File: config.mk
export PLATFORM = sky130hd
export DESIGN_NAME = ram_dma
export DESIGN_NICKNAME = d
export VERILOG_FILES = /design/src/rtl/ram_dma.sv
export SDC_FILE = /design/constraint.sdc
export NUM_CORES = 1
export LEC_CHECK = 0
export CAP_MARGIN = 25
export CORE_MARGIN = 3
export CORE_UTILIZATION = 31
export CTS_CLUSTER_DIAMETER = 50
export DETAILED_ROUTE_END_ITERATION = 12
export SYNTH_ARGS = -nofsm -noshare
export SYNTH_HDL_FRONTEND = slang
export SYNTH_SLANG_ARGS = --single-unit
File: constraint.sdc
create_clock -name clk -period 11.05 [get_ports clk]
set_input_delay 2.21 -clock clk [delete_from_list [all_inputs] [get_ports clk]]
set_output_delay 2.21 -clock clk [all_outputs]
set_load 0.05 [all_outputs]
File: src/rtl/ram_dma.sv
// Single-port RAM DMA engine: copies a block (read then write per word) or fills a block
// with a constant word. Addresses wrap modulo the RAM depth.
module ram_dma #(
  parameter int ADDR_WIDTH = 8,
  parameter int DATA_WIDTH = 16
) (
  input  logic                  clk,
  input  logic                  rst_n,
  input  logic                  start,
  input  logic                  mode,
  input  logic [ADDR_WIDTH-1:0] src,
  input  logic [ADDR_WIDTH-1:0] dst,
  input  logic [ADDR_WIDTH-1:0] len,
  input  logic [DATA_WIDTH-1:0] fill_val,
  output logic                  busy,
  output logic                  done,
  output logic [ADDR_WIDTH-1:0] ram_address,
  output logic [DATA_WIDTH-1:0] ram_in,
  output logic                  ram_load,
  input  logic [DATA_WIDTH-1:0] ram_out
);

  // state | meaning
  // IDLE  | waiting for start; outputs parked at 0
  // READ  | copy only: address src+i, capture ram_out
  // WRITE | address dst+i, write captured word or fill word
  // DONE  | one-cycle completion pulse, then back to IDLE
  typedef enum logic [1:0] {IDLE, READ, WRITE, DONE} state_t;

  state_t                state_q, state_d;
  logic                  mode_q, mode_d;
  logic [ADDR_WIDTH-1:0] src_q, src_d;
  logic [ADDR_WIDTH-1:0] dst_q, dst_d;
  logic [ADDR_WIDTH:0]   cnt_q, cnt_d;
  logic [ADDR_WIDTH:0]   i_q, i_d;
  logic [DATA_WIDTH-1:0] data_q, data_d;
  logic [DATA_WIDTH-1:0] fill_q, fill_d;
  logic                  last_word;

  // One extra bit on the count and index so a zero length means the full RAM depth.
  assign last_word = (i_q == (cnt_q - {{ADDR_WIDTH{1'b0}}, 1'b1}));

  always_ff @(posedge clk or negedge rst_n) begin
    if (!rst_n) begin
      state_q <= IDLE;
      mode_q  <= 1'b0;
      src_q   <= '0;
      dst_q   <= '0;
      cnt_q   <= '0;
      i_q     <= '0;
      data_q  <= '0;
      fill_q  <= '0;
    end else begin
      state_q <= state_d;
      mode_q  <= mode_d;
      src_q   <= src_d;
      dst_q   <= dst_d;
      cnt_q   <= cnt_d;
      i_q     <= i_d;
      data_q  <= data_d;
      fill_q  <= fill_d;
    end
  end

  always_comb begin
    state_d     = state_q;
    mode_d      = mode_q;
    src_d       = src_q;
    dst_d       = dst_q;
    cnt_d       = cnt_q;
    i_d         = i_q;
    data_d      = data_q;
    fill_d      = fill_q;
    busy        = 1'b0;
    done        = 1'b0;
    ram_address = '0;
    ram_in      = '0;
    ram_load    = 1'b0;

    case (state_q)
      IDLE: begin
        if (start) begin
          mode_d  = mode;
          src_d   = src;
          dst_d   = dst;
          fill_d  = fill_val;
          cnt_d   = (len == '0) ? {1'b1, {ADDR_WIDTH{1'b0}}} : {1'b0, len};
          i_d     = '0;
          state_d = mode ? WRITE : READ;
        end
      end
      READ: begin
        busy        = 1'b1;
        ram_address = src_q + i_q[ADDR_WIDTH-1:0];
        data_d      = ram_out;
        state_d     = WRITE;
      end
      WRITE: begin
        busy        = 1'b1;
        ram_address = dst_q + i_q[ADDR_WIDTH-1:0];
        ram_load    = 1'b1;
        ram_in      = mode_q ? fill_q : data_q;
        if (last_word) begin
          state_d = DONE;
        end else begin
          i_d     = i_q + {{ADDR_WIDTH{1'b0}}, 1'b1};
          state_d = mode_q ? WRITE : READ;
        end
      end
      DONE: begin
        busy    = 1'b1;
        done    = 1'b1;
        state_d = IDLE;
      end
      default: state_d = IDLE;
    endcase
  end

endmodule

==> flow_summary.json <==
{
  "placed_cell_area_um2": 4800,
  "clock_path_buffers": 2,
  "power_density_nw_per_um2": 321,
  "grt-ovfl-total": 0,
  "gp_congestion": 0.807,
  "cp_data_required_time_ns": 8.84,
  "std_cell_rows": 39,
  "synth_ff_type": "dfrtp_1",
  "grt_pass1_wl_mm": 15.0,
  "cap_violations": 0,
  "io_buffer_count": 86,
  "initial_core_util_pct": 32.5,
  "synth_compound_area_share_pct": 7.83,
  "ys_seq_elements": 69,
  "die_w_um": 117,
  "regArea_um2": 1730,
  "synth_largest_area_cell": "dfrtp_1",
  "yosysWarnings": 0,
  "seq_power_share_pct": 28.8,
  "holdBufCountCts": 0,
  "die_h_um": 117,
  "h-tree-depth": 3,
  "dp_slack_ns": 4.90,
  "drtIter0Drc": 75,
  "route.vias.total": 2800,
  "fin_setup_tns_ns": 0,
  "grt_pass1_vias": 3096,
  "grtUsageTotal_pct": 13.9,
  "avgSynthCellArea_um2": 11.6,
  "coreArea_um2": 11700,
  "combPwrFrac_pct": 53.5,
  "antenna_found_initial": 0,
  "min_path_type": "reg -> reg",
  "fin_crit_sh_pct": 58.7,
  "synthMuxAreaShare_pct": 24.0,
  "slew_violations": 0,
  "rsz0062_at_grt": "no",
  "pin_count": 87,
  "vdd_drop_max_mv": 0.166,
  "worstMarginPinSlew_ns": 1.02,
  "max_freq_mhz": 154,
  "syn2layout_area_growth_pct": 34.0,
  "crit_top_cell": "ha_1",
  "wire_per_inst_um": 15.8,
  "total_power_w": 0.00163,
  "post_cts_resized": 0,
  "clkTransAtPathRegs_ns": 0.06,
  "cts_root_buf": "clkbuf_16",
  "p_sw_share_pct": 42.3,
  "route.detailed.drc": 0,
  "final-hold-violation-count": 0,
  "nets": 487,
  "start_kind": "flip-flop",
  "cts.sink_count": 69,
  "p_clk_share_pct": 17.7,
  "dp_hpwl_mm": 6.31,
  "critPathSlowestCell": "clkdlybuf4s50_1",
  "crit_arrival_ns": 4.28,
  "fill_cells": 1137,
  "synthTopCellsByArea": "dfrtp_1 (45%), mux2_2 (19%), mux2i_1 (4.7%), ha_1 (4.6%), xnor2_1 (2.8%)",
  "synth.distinct_cells": 52,
  "cts_tree": "yes",
  "synth_top_family_by_area": "multiplexers",
  "setup_viol": 0,
  "setup_slack_ns": 4.56,
  "synthAdderAreaFrac_pct": 5.13,
  "dr.pass1.iters": 4,
  "critPathMaxFanout": 18,
  "synthArstFlopShare_pct": 100,
  "multi_input_area_um2": 1970,
  "drive_gt1_share_pct": 22.6,
  "cp_top_family": "adder cells",
  "dieArea_um2": 13600,
  "viasPerCell": 5.01,
  "synthXorXnorAreaFrac_pct": 3.91,
  "finClkSkew_ns": 0.00542,
  "critPathKind": "reg -> out",
  "p_leak_nw": 2.12,
  "synth-seq-area-share_pct": 45.4,
  "min_period_ns": 6.49,
  "post_cts_buffers": 0,
  "cpPeakStageDelay_ns": 0.80,
  "routed_wl_mm": 8.85,
  "endpoint_kind": "output port",
  "synth-simple-area-share_pct": 10.9,
  "syn_nets": 404,
  "p_sw_w": 0.000691,
  "clock_latency_ns": 0.33,
  "slew_headroom_pct": 32.3,
  "synth_top_area_share_pct": 45.4,
  "synth-edff-count": 0,
  "numCtsBuffers": 9,
  "cp.buffers_inverters": 2,
  "diodes": 0,
  "status": "finished, final reports clean",
  "path_cells": "inv_1 > ha_1 > mux2_2 > ha_1 > a21o_1 > a21oi_1 > nor2b_1 > o21a_1 > o41a_1 > xnor2_1 > and2_1 > clkdlybuf4s50_1",
  "synth_area_um2": 3800,
  "timing.hold.ws_ns": 0.500,
  "grt_max_degree": 70,
  "internal_power_w": 0.000943,
  "fin_area_um2": 5100,
  "ant_nets": 0,
  "synth_cells": 329
}
layout make-up:
class | count | share of cell area (%)
Multi-Input combinational cell | 234 | 38.7
Sequential cell | 69 | 33.9
Timing Repair Buffer | 88 | 17.3
Clock buffer | 10 | 4.69
Inverter | 10 | 0.736
Clock inverter | 5 | 1.18
Tap cell | 143 | 3.51
state kept, by name, summed over array words and instances, names as in the netlist:
register,count
cnt_q,9
state_q,2
i_q,9
dst_q,8
data_q,16
src_q,8
mode_q,1
fill_q,16
synth_stat cells (all sizes together) (2+ instances only):
| cell type | instances |
|---|---|
| a21o | 3 |
| nor2 | 26 |
| or2 | 2 |
| ha | 14 |
| and2 | 8 |
| a21oi | 9 |
| nand4 | 2 |
| mux2i | 18 |
| or4 | 2 |
| nor3 | 4 |
| o21a | 3 |
| a2111oi | 2 |
| mux2 | 65 |
| xor2 | 5 |
| dfrtp | 69 |
| nor2b | 4 |
| buf | 7 |
| o31ai | 2 |
| inv | 9 |
| nand3 | 5 |
| nor4 | 7 |
| nand2 | 7 |
| nand2b | 6 |
| o21ai | 12 |
| xnor2 | 12 |
| clkbuf | 9 |
| a31o | 2 |
power by group through the flow:
stage	sequential, W	combinational (W)	clock, W
after floorplan	0.000426	0.000676	0
after global placement	0.000474	0.000869	0
after detailed placement	0.000476	0.000884	0
after CTS	0.000473	0.000888	0.000298
after global routing	0.000491	0.000951	0.000309
final	0.000470	0.000874	0.000290
layout by cell type (no fill, tap or decap), drive strengths merged, types with 2 or more instances in the layout:
cell type      synthesis  routed
nor2                  26      26
buf                    7       3
a31o                   2       2
o21ai                 12      12
xor2                   5       5
and2                   8       8
or2                    2       2
xnor2                 12      12
ha                    14      14
clkbuf                 9      10
o21a                   3       3
mux2i                 18      18
a2111oi                2       2
dfrtp                 69      69
nand2b                 6       6
nor4                   7       7
inv                    9      10
mux2                  65      65
nand2                  7       7
o31ai                  2       2
nor3                   4       4
a21o                   3       3
a21oi                  9       9
clkinv                 1       3
nand4                  2       2
clkdlybuf4s50          0      85
nor2b                  4       4
or4                    2       2
nand3                  5       5
path summary, 6_finish.rpt:
| path | start | to | slack [ns] | cells after the start |
|---|---|---|---|---|
| hold reg to reg | dst_q[0]$_DFFE_PN0P_ | dst_q[0]$_DFFE_PN0P_ | 0.50 | 1 |
| min in group asynchronous | rst_n | fill_q[1]$_DFFE_PN0P_ | 2.09 | 2 |
| max in group asynchronous | rst_n | fill_q[10]$_DFFE_PN0P_ | 8.40 | 2 |
| setup / recovery | state_q[0]$_DFFE_PN0P_ | ram_address[7] | 4.56 | 12 |
| setup reg to reg | state_q[0]$_DFFE_PN0P_ | i_q[7]$_DFFE_PN0P_ | 7.44 | 7 |
| hold / removal | dst_q[0]$_DFFE_PN0P_ | dst_q[0]$_DFFE_PN0P_ | 0.50 | 1 |
per-layer routing:
layer	vias up	track usage, %	wire (um)
met3	13	4.78	592
li1	1338	-	-
met4	0	4.59	121
met5	-	0	0
met2	68	22.5	4200
met1	1381	17.3	3940
kinds of logic after synthesis:
family                   Yosys count
multiplexers                      83
AND/OR/NAND/NOR                   76
flip-flops                        69
AO/OA/AOI/OAI                     43
buffers and inverters             26
XOR/XNOR                          17
adder cells (fa/ha/maj)           15
worst register-to-register path: stages, from the launching register on:
cell      delay, ns
dfrtp_1        0.41
inv_1          0.12
ha_1           0.65
clkinv_1       0.77
o21ai_0        0.68
nand4_1        0.30
or4_1          0.46
a21oi_1        0.15
through the flow:
| step | instances | utilization [%] |
|---|---|---|
| after floorplan | 329 | - |
| after global placement | 543 | 40.8 |
| after detailed placement | 544 | 41.0 |
| after CTS | 559 | 43.5 |
| after global routing | 559 | 43.5 |
| final | 559 | 43.5 |
(Power assumes the default switching activity.)
